--- config.mk ---
export PLATFORM = sky130hd
export DESIGN_NAME = fetch_unit
export DESIGN_NICKNAME = d
export VERILOG_FILES = /design/src/rtl/fetch_unit.sv
export SDC_FILE = /design/constraint.sdc
export NUM_CORES = 1
export LEC_CHECK = 0
export ABC_AREA = 1
export CAP_MARGIN = 20
export CORE_AREA = 2 2 94 96
export CTS_CLUSTER_SIZE = 10
export DETAILED_ROUTE_END_ITERATION = 8
export DIE_AREA = 0 0 96 98
export GPL_TIMING_DRIVEN = 0
export PLACE_DENSITY = 0.73
export SETUP_SLACK_MARGIN = 0.1
export SYNTH_ARGS = -nofsm -noshare
export SYNTH_HDL_FRONTEND = slang
export SYNTH_SLANG_ARGS = --single-unit
export TNS_END_PERCENT = 5
--- constraint.sdc ---
create_clock -name CLK_SYS -period 1.4 [get_ports CLK_SYS]
set_input_delay 0.14 -clock CLK_SYS [delete_from_list [all_inputs] [get_ports CLK_SYS]]
set_output_delay 0.14 -clock CLK_SYS [all_outputs]
set_load 0.01 [all_outputs]
--- src/rtl/fetch_unit.sv ---
// rtl/fetch_unit.sv - instruction-fetch stage: PC, IF/ID register, fetch counter
//
// Owns the program counter that addresses the (combinational) instruction
// memory and captures the returned word into the IF/ID pipeline register.
// Priority per rising edge: reset, jump, branch_taken, stall, normal advance.
//
// Ports:
//   CLK_SYS        system clock, rising edge
//   rst            asynchronous active-low reset
//   stall          hold PC, IF/ID and fetch_count
//   branch_taken   redirect to branch_target, inserting a bubble
//   branch_target  branch destination word address
//   jump           redirect to jump_target, inserting a bubble (beats branch)
//   jump_target    jump destination word address
//   instruction    instruction memory read data for the current pc
//   pc             current PC / instruction memory address
//   if_id_instr    registered instruction for decode (0 = NOP on bubble)
//   if_id_pc1      registered pc+1 of that instruction (0 on bubble)
//   if_id_valid    IF/ID holds a real instruction
//   fetch_count    saturating count of valid instructions loaded into IF/ID
module fetch_unit #(
  parameter int unsigned     PC_W     = 10,
  parameter logic [PC_W-1:0] RESET_PC = '0,
  parameter int unsigned     CNT_W    = 16
) (
  input  logic             CLK_SYS,
  input  logic             rst,
  input  logic             stall,
  input  logic             branch_taken,
  input  logic [PC_W-1:0]  branch_target,
  input  logic             jump,
  input  logic [PC_W-1:0]  jump_target,
  input  logic [31:0]      instruction,
  output logic [PC_W-1:0]  pc,
  output logic [31:0]      if_id_instr,
  output logic [PC_W-1:0]  if_id_pc1,
  output logic             if_id_valid,
  output logic [CNT_W-1:0] fetch_count
);

  localparam logic [PC_W-1:0]  PC_ONE  = {{(PC_W-1){1'b0}}, 1'b1};
  localparam logic [CNT_W-1:0] CNT_ONE = {{(CNT_W-1){1'b0}}, 1'b1};

  logic [PC_W-1:0]  pc_q, pc_d;
  logic [31:0]      instr_q, instr_d;
  logic [PC_W-1:0]  pc1_q, pc1_d;
  logic             valid_q, valid_d;
  logic [CNT_W-1:0] cnt_q, cnt_d;
  logic [PC_W-1:0]  pc_plus1;

  // Wraps modulo 2^PC_W: 1023 + 1 -> 0 for the default width.
  assign pc_plus1 = pc_q + PC_ONE;

  always_comb begin
    pc_d    = pc_q;
    instr_d = instr_q;
    pc1_d   = pc1_q;
    valid_d = valid_q;
    cnt_d   = cnt_q;
    if (jump) begin
      // Redirects override stall; the word fetched this cycle is discarded.
      pc_d    = jump_target;
      instr_d = '0;
      pc1_d   = '0;
      valid_d = 1'b0;
    end else if (branch_taken) begin
      pc_d    = branch_target;
      instr_d = '0;
      pc1_d   = '0;
      valid_d = 1'b0;
    end else if (!stall) begin
      pc_d    = pc_plus1;
      instr_d = instruction;
      pc1_d   = pc_plus1;
      valid_d = 1'b1;
      if (cnt_q != {CNT_W{1'b1}}) begin
        cnt_d = cnt_q + CNT_ONE;
      end
    end
  end

  always_ff @(posedge CLK_SYS or negedge rst) begin
    if (!rst) begin
      pc_q    <= RESET_PC;
      instr_q <= '0;
      pc1_q   <= '0;
      valid_q <= 1'b0;
      cnt_q   <= '0;
    end else begin
      pc_q    <= pc_d;
      instr_q <= instr_d;
      pc1_q   <= pc1_d;
      valid_q <= valid_d;
      cnt_q   <= cnt_d;
    end
  end

  assign pc          = pc_q;
  assign if_id_instr = instr_q;
  assign if_id_pc1   = pc1_q;
  assign if_id_valid = valid_q;
  assign fetch_count = cnt_q;

endmodule

# == Yosys cells after proc, flatten, opt, wreduce, memory -nomap -nowiden ==
# Index checks and enable logic that the tools add are counted.
# totals
latchBits,0
ram_bits,0
output_inout_bits,69
mem_count,0
mem_bits_ro,0
ff_bits,69
# op_classes
n_shift,0
n_addsub,2
n_mux,11
div,0
bitwise,3
magnitude_cmp,0
eq_ne,2
mul,0
reduce_logical,1
# ops
cell,n
two-way mux 32 bit,3
two-way mux 10 bit,5
adder 16 x 1 -> 16 bit (second input constant),1
!= test 16 bit (second input constant),1
adder 10 x 1 -> 10 bit (second input constant),1
AND reduction 4 bit,1
two-way mux 1 bit,3
!= test 3 x 1 -> 1 bit (second input constant),1
NOT 1 bit,3

# == Longest topological paths before layout ==
# Gate-level depths: netlist of the first run.
# logic_depth
ltp_word,4
depth_mapped,11

# == Least setup slack after synthesis of the first run ==
# No wires, ideal clock.
# synth_path
kind,register -> register
startpoint,register cnt_q[0] (netlist: fetch_count[0])
endpoint,register cnt_q[3] (netlist: fetch_count[3])
stages_incl_launch_ff,12
setup_slack_ps,-192
period_less_slack_ps,1592
t_required_ps,1284
t_arrival_ps,1475
n_path_buf,1
setup_time_ps,116
path_cell_list,dfrtp_1 -> ha_1 -> inv_1 -> nor2_2 -> nand2_2 -> nor2_4 -> nand3_4 -> nand2_4 -> inv_2 -> buf_6 -> nand2_1 -> nand2_1
# synth_between
elab_chain_cells,2
elab_cells_between_ends,3
cone_classes,1 x add/sub; 1 x eq/ne; 1 x reduce/logical
# synth_rtl
item,line,rtl
from (decl),48,"logic [CNT_W-1:0] cnt_q, cnt_d;"
from (signal assigned),94,cnt_q <= cnt_d;
branches (longest 2 deep; another with adder 16 x 1 -> 16 bit),-,
# Parallel ways; which one is timed is not known.
# A chain may end at the register's enable or synchronous reset.

# == Worst setup path after layout of the first run ==
# layout_path
startpoint,register cnt_q[0] (netlist: fetch_count[0])
endpoint,register cnt_q[13] (netlist: fetch_count[13])
# The elaborated chain is that of the path after synthesis.

==> results of run 1 <==
worst max path at each step:
stage	startpoint	endpoint	slack, ns	cells after the start
floorplan	fetch_count[0]	fetch_count[3]	-0.15	11
global placement	rst	if_id_pc1[6]	-2.22	1
detailed placement	jump	pc[6]	-0.43	9
CTS	fetch_count[0]	fetch_count[13]	-0.14	11
global route	fetch_count[8]	fetch_count[4]	-0.20	10
finish	fetch_count[0]	fetch_count[13]	-0.12	11
per-stage QoR:
stage | total power (µW) | std cells
5_1_grt | 5459 | 626
6_report | 5209 | 626
3_3_place_gp | 3208 | 595
3_5_place_dp | 3230 | 595
2_1_floorplan | 2665 | 362
4_1_cts | 5220 | 622
Yosys cell counts (all sizes together):
library cell	n
nand2	96
dfrtp	69
nor2	40
a22o	36
inv	28
nand3	20
a21oi	15
o21ai	15
buf	11
xnor2	9
nand4	5
clkbuf	4
nor3	3
xor2	3
a21o	2
ha	2
nand3b	2
o211ai	1
o21bai	1
power groups by stage:
stage	Clock, µW	Combinational (µW)	Sequential [µW]
after detailed placement	0	922	2310
after global placement	0	907	2300
final	1960	960	2290
after global routing	2090	1060	2310
after floorplan	0	327	2340
after CTS	2000	942	2270
sequential cells by signal (all words and copies together), names as in the netlist:
name	cells
pc	10
if_id_pc1	10
fetch_count	16
if_id_instr	32
if_id_valid	1
what timing repair did:
action,4_1_cts,5_1_grt
endpoints found under the hold margin,69,0
resized for setup,101,27
endpoints found under the setup margin,131,72
setup buffers,9,4
pin swaps,5,8
hold buffers,1,0
gates cloned,1,0
worst register-to-register path, stage by stage, from the launching register on:
cell and delay, ns:
dfrtp_1 0.42, ha_4 0.16, inv_2 0.04, nor2_4 0.09, nand2_2 0.09, nor2_4 0.12
nand3_4 0.10, nand2_4 0.11, inv_4 0.05, buf_6 0.13, nand2_2 0.05, nand2_1 0.05
per-layer routing:
metal,part of all wire (%),vias up
met2,50,106
met1,42,1481
li1,-,1506
met4,1.3,0
met3,6.1,13
met5,0,-
layout make-up:
cell class	instances	area (µm²)	area share [%]
flip-flops and latches	69	1739	34.38
clock buffers	10	127.6	2.523
clock inverters	6	111.4	2.201
plain buffers	15	115.1	2.276
repair buffers	140	1289	25.48
multi-input cells	250	1434	28.35
inverters	28	107.6	2.127
well taps	108	135.1	2.671
cell families (layout without fill, tap and decap cells):
family                     Yosys count  in the layout  share of synthesized area, %
xor gates and xnor gates            12             12                         3.221
DFF                                 69             69                         52.91
and+or+nand+nor                    166            166                         22.16
buffers and inverters               43            199                         5.751
adders and majority gates            2              2                        0.7667
AOI/OAI and AO/OA                   70             70                         15.18
==> results.md, run 1 <==
* Fill cells at 744
* Worst setup margin at -0.1205 ns
* Post-DP HPWL at 6571 µm
* Peak Freq at 0.6577 GHz
* Max cap viols at 0
* Vias/cell at 4.962
* GR peak layer: met2
* End of the worst hold path: pc[3]
* CP Cell Sequence: ha_4 > inv_2 > nor2_4 > nand2_2 > nor2_4 > nand3_4 > nand2_4 > inv_4 > buf_6 > nand2_2 > nand2_1
* Largest net degree at the start of global routing at 70
* Clock latency on the worst-skew pair at 0.34 ns
* Horiz. Die Dim at 96 µm
* Final period util at 108.6%
* R2R Path Start: fetch_count[0]
* Reg-to-reg endpoint: fetch_count[13]
* WS Path Type: flip-flop to flip-flop
* Int Pwr at 3813 µW
* Clk buf depth at 2
* Total wire length at 9456 µm
* Status: finished with violations
* Combinational share of power at 18.4%
* ANT cells at 0
* Buf/Inv on CP at 3
* Global route overflow at 0
* Max Slew Vio Count at 0
* CP Max Fanout at 5
* Post-synth cell types at 27
* Commonest non-fill, non-tap cell in the layout: nand2_1
* Placer Congestion at 0.7969
* Die H at 98 µm
* Reg2Reg Depth at 11
* Skew final at 0.01064 ns
* Clock H-tree levels at 3
* Clock sinks at 69
* 1st-pass router iterations at 4
* Core Area at 8466 µm²
* Synth Register Bits at 69
* Sw Ratio at 26.80%
* Post-DP Area at 4649 µm²
* Area growth, synth to finish at 55.02%
* Vias in the first global route at 3139
* DRC viols at 0
* Initial core utilization at 38.55%
* Hold_sp: jump
* Setup TNS at -1.297 ns
* Ys Warns at 0
* Synth area leaders: dfrtp_1, nand2_1, a22o_1, nor2_1, inv_1
* Met3 GRT Util at 4.630%
* Fin util at 59.75%
* Final hold vios at 0
* Critical Path RT at 1.63 ns
* Sequential share of the synthesized area at 52.91%
* Synthesized area per cell at 9.014 µm²
* Commonest non-fill, non-tap cells in the layout: nand2_1, dlygate4sd2_1, dfrtp_1, clkdlybuf4s50_1, a22o_1
* Initial antenna violation count at 0
* Area leader, netlist: dfrtp_1
* GRT Total Usage at 20.66%
* Sequential share of power at 43.9%
* PD cells at 1030 nW/µm²
* M2 GR Usage at 33.71%
* Startpoint type of the worst setup path: flip-flop
* Unrepaired setup endpoints after global routing: true
* Register-to-register setup slack at -0.12 ns
* Final setup fails at 15
* DRT antenna net count at 0
* Synthesized Nets at 421
* Hold crit path type: input port to flip-flop
* Actual slew at the worst max-slew pin at 0.8666 ns
* Via Count at 3106
* CTS tree: built
* First DRT Iteration DRCs at 114
* Met1 global-route usage at 27.53%
* Worst hold margin at 0.2051 ns
* Share of the synthesized area in the top cell type at 52.91%
* Netlist Area Pre-Place at 3263 µm²
* Failing checks: negative setup slack
* Root buffer cell: clkbuf_8
* Post-Synthesis Cells at 362
* Fin area at 5059 µm²
* Minimum clock period at 1.521 ns
* Hold path depth at 4
* Worst setup EP type: flip-flop
* Clock Power Share at 37.7%
* IO Pins at 126
* Clock slew at reported path FFs at 0.08 ns
* Global-route wire length before repair at 15170 µm
* CTS Buf Count at 9
* Row count at 34
* Placement Setup Slack at -0.4295 ns
* Cell family with most CP delay: simple AND/OR/NAND/NOR gates
* Worst rel slew slack at 42.23%
* Die area at 9408 µm²
* Port buffer count at 125
* VDD IR-drop max at 0.6631 mV
* CP peak stage delay at 0.42 ns
* WL per Instance at 15.11 µm
* NetSw at 1396 µW
* Worst path slowest cell: dfrtp_1
* Final nets at 572
* Share of cells above drive strength 1 at 16.60%
* Pleak at 0.002625 µW
* Worst path arrival time at 1.75 ns
(Power assumes the default switching activity.)
==> run 2: changes to the inputs <==
- clock period: 1.4 -> 1.25 ns (I/O delays scaled with it)
==> run 2 against run 1 <==
Clock power is 12% higher; largest cell class unchanged; cell area fell by 0.17%; total power is 12% higher; sequential share of layout area increased by 0.18 points; maximum frequency decreased by 1.1%; critical path type unchanged; the run still ends with negative setup slack left; worst setup slack worse by 0.17 ns; non-clock buffer count unchanged; core utilization shrank 0.10 points; critical path depth unchanged; global-route usage is essentially flat.
==> results.md, run 2 (same netlist as run 1, synthesis figures left out) <==
* Register-to-register setup slack at -0.29 ns
* Root buffer cell: clkbuf_8
* Placement Setup Slack at -0.5645 ns
* Unrepaired setup endpoints after global routing: true
* Worst path arrival time at 1.76 ns
* GRT Total Usage at 20.61%
* CTS tree: built
* CP Max Fanout at 5
* DRT antenna net count at 0
* Int Pwr at 4268 µW
* Tot Pwr at 5842 µW
* Worst setup margin at -0.2876 ns
* Pleak at 0.002434 µW
* Final nets at 572
* Die H at 98 µm
* Final setup fails at 19
* Global route overflow at 0
* Final hold vios at 0
* Global-route wire length before repair at 15120 µm
* Setup TNS at -3.982 ns
* Final period util at 123.0%
* Vias/cell at 5.061
* Post-DP HPWL at 6571 µm
* Sw Ratio at 26.94%
* VDD IR-drop max at 0.7527 mV
* Actual slew at the worst max-slew pin at 0.6349 ns
* Clock Power Share at 37.5%
* Placed Instances at 595
* Row count at 34
* Horiz. Die Dim at 96 µm
* Peak Freq at 0.6504 GHz
* IO Pins at 126
* Skew final at 0.01040 ns
* WS Path Type: flip-flop to flip-flop
* Failing checks: negative setup slack
* Vias in the first global route at 3144
* Multi-input gate area at 1450 µm²
* Commonest non-fill, non-tap cells in the layout: nand2_1, dfrtp_1, clkdlybuf4s50_1, clkdlybuf4s15_1, a22o_1
* DRC viols at 0
* Fin area at 5050 µm²
* Clk buf depth at 2
* Die area at 9408 µm²
* Total wire length at 9510 µm
* Worst rel slew slack at 57.67%
* Flip-flop and latch area at 1745 µm²
* Core Area at 8466 µm²
* WL per Instance at 15.19 µm
* Worst setup EP type: flip-flop
* ANT cells at 0
* Placer Congestion at 0.7969
* Post-Layout Cell Count at 626
* Clock slew at reported path FFs at 0.08 ns
* Via Count at 3168
* Startpoint type of the worst setup path: flip-flop
* Initial core utilization at 38.55%
* Minimum clock period at 1.538 ns
* Share of cells above drive strength 1 at 22.78%
* Post-DP Area at 4649 µm²
* Fill cells at 733
* Initial antenna violation count at 0
* Status: finished with violations
* Max cap viols at 0
* Combinational share of power at 18.5%
* Area growth, synth to finish at 54.75%
* Critical Path RT at 1.47 ns
* PD cells at 1157 nW/µm²
* Sequential share of power at 44.0%
* Clock H-tree levels at 3
* NetSw at 1574 µW
* CTS Buf Count at 9
* Max reg flops at 32
* Port buffer count at 125
* Hold crit path type: input port to flip-flop
* First DRT Iteration DRCs at 99
* Clock latency on the worst-skew pair at 0.34 ns
* Clock sinks at 69
* Largest net degree at the start of global routing at 70
* 1st-pass router iterations at 4
* Max Slew Vio Count at 0
* Commonest non-fill, non-tap cell in the layout: nand2_1
## run 2: through the flow
step	util [%]	hold slack [ns]
after CTS	59.02	0.2730
after detailed placement	54.92	0.3076
after floorplan	-	-0.1706
after global placement	54.95	0.4604
after global routing	59.65	0.3413
final	59.65	0.3017
## run 2: timing repair
| action | 4_1_cts | 5_1_grt |
|---|---|---|
| pin swaps | 5 | 6 |
| hold buffers | 1 | 0 |
| setup endpoints to repair | 137 | 176 |
| hold endpoints to repair | 69 | 0 |
| gates cloned | 1 | 0 |
| resized for setup | 166 | 69 |
| setup buffers | 9 | 4 |
## run 2: final cells by class
cell class,instances,area share (%)
plain buffers,15,2.428
repair buffers,140,24.75
inverters,28,2.131
clock inverters,6,2.205
well taps,108,2.676
flip-flops and latches,69,34.56
clock buffers,10,2.527
multi-input cells,250,28.72
## run 2: path summary, 6_finish.rpt
check,start,endpoint,cells after the start
worst max-delay path,fetch_count[1],fetch_count[13],11
worst min-delay path,jump,pc[4],4
worst max register to register,fetch_count[1],fetch_count[13],11
worst min register to register,if_id_pc1[7],if_id_pc1[7],1
max in group asynchronous,rst,pc[3],2
min in group asynchronous,rst,fetch_count[0],2
## run 2: worst max-delay path: stages, from the launching register on
cell and delay (ns):
dfrtp_1 0.41, ha_4 0.16, inv_2 0.04, nor2_4 0.09
nand2_2 0.09, nor2_4 0.13, nand3_4 0.10, nand2_4 0.12
inv_4 0.05, buf_6 0.13, nand2_2 0.05, nand2_1 0.05
## run 2: per-layer routing
layer  part of all wire [%]  GRT usage (%)  vias up
met5                      0              0        -
met4                   0.68          5.604        0
met3                    6.0          4.630        7
met2                     51          33.71      105
met1                     43          27.38     1550
li1                       -              -     1506
## run 2: power by group through the flow
stage | logic, µW | registers [µW] | clock network [µW]
detailed placement | 1030 | 2590 | 0
floorplan | 366 | 2620 | 0
global route | 1190 | 2590 | 2340
CTS | 1060 | 2550 | 2240
finish | 1080 | 2570 | 2190
global placement | 1020 | 2580 | 0
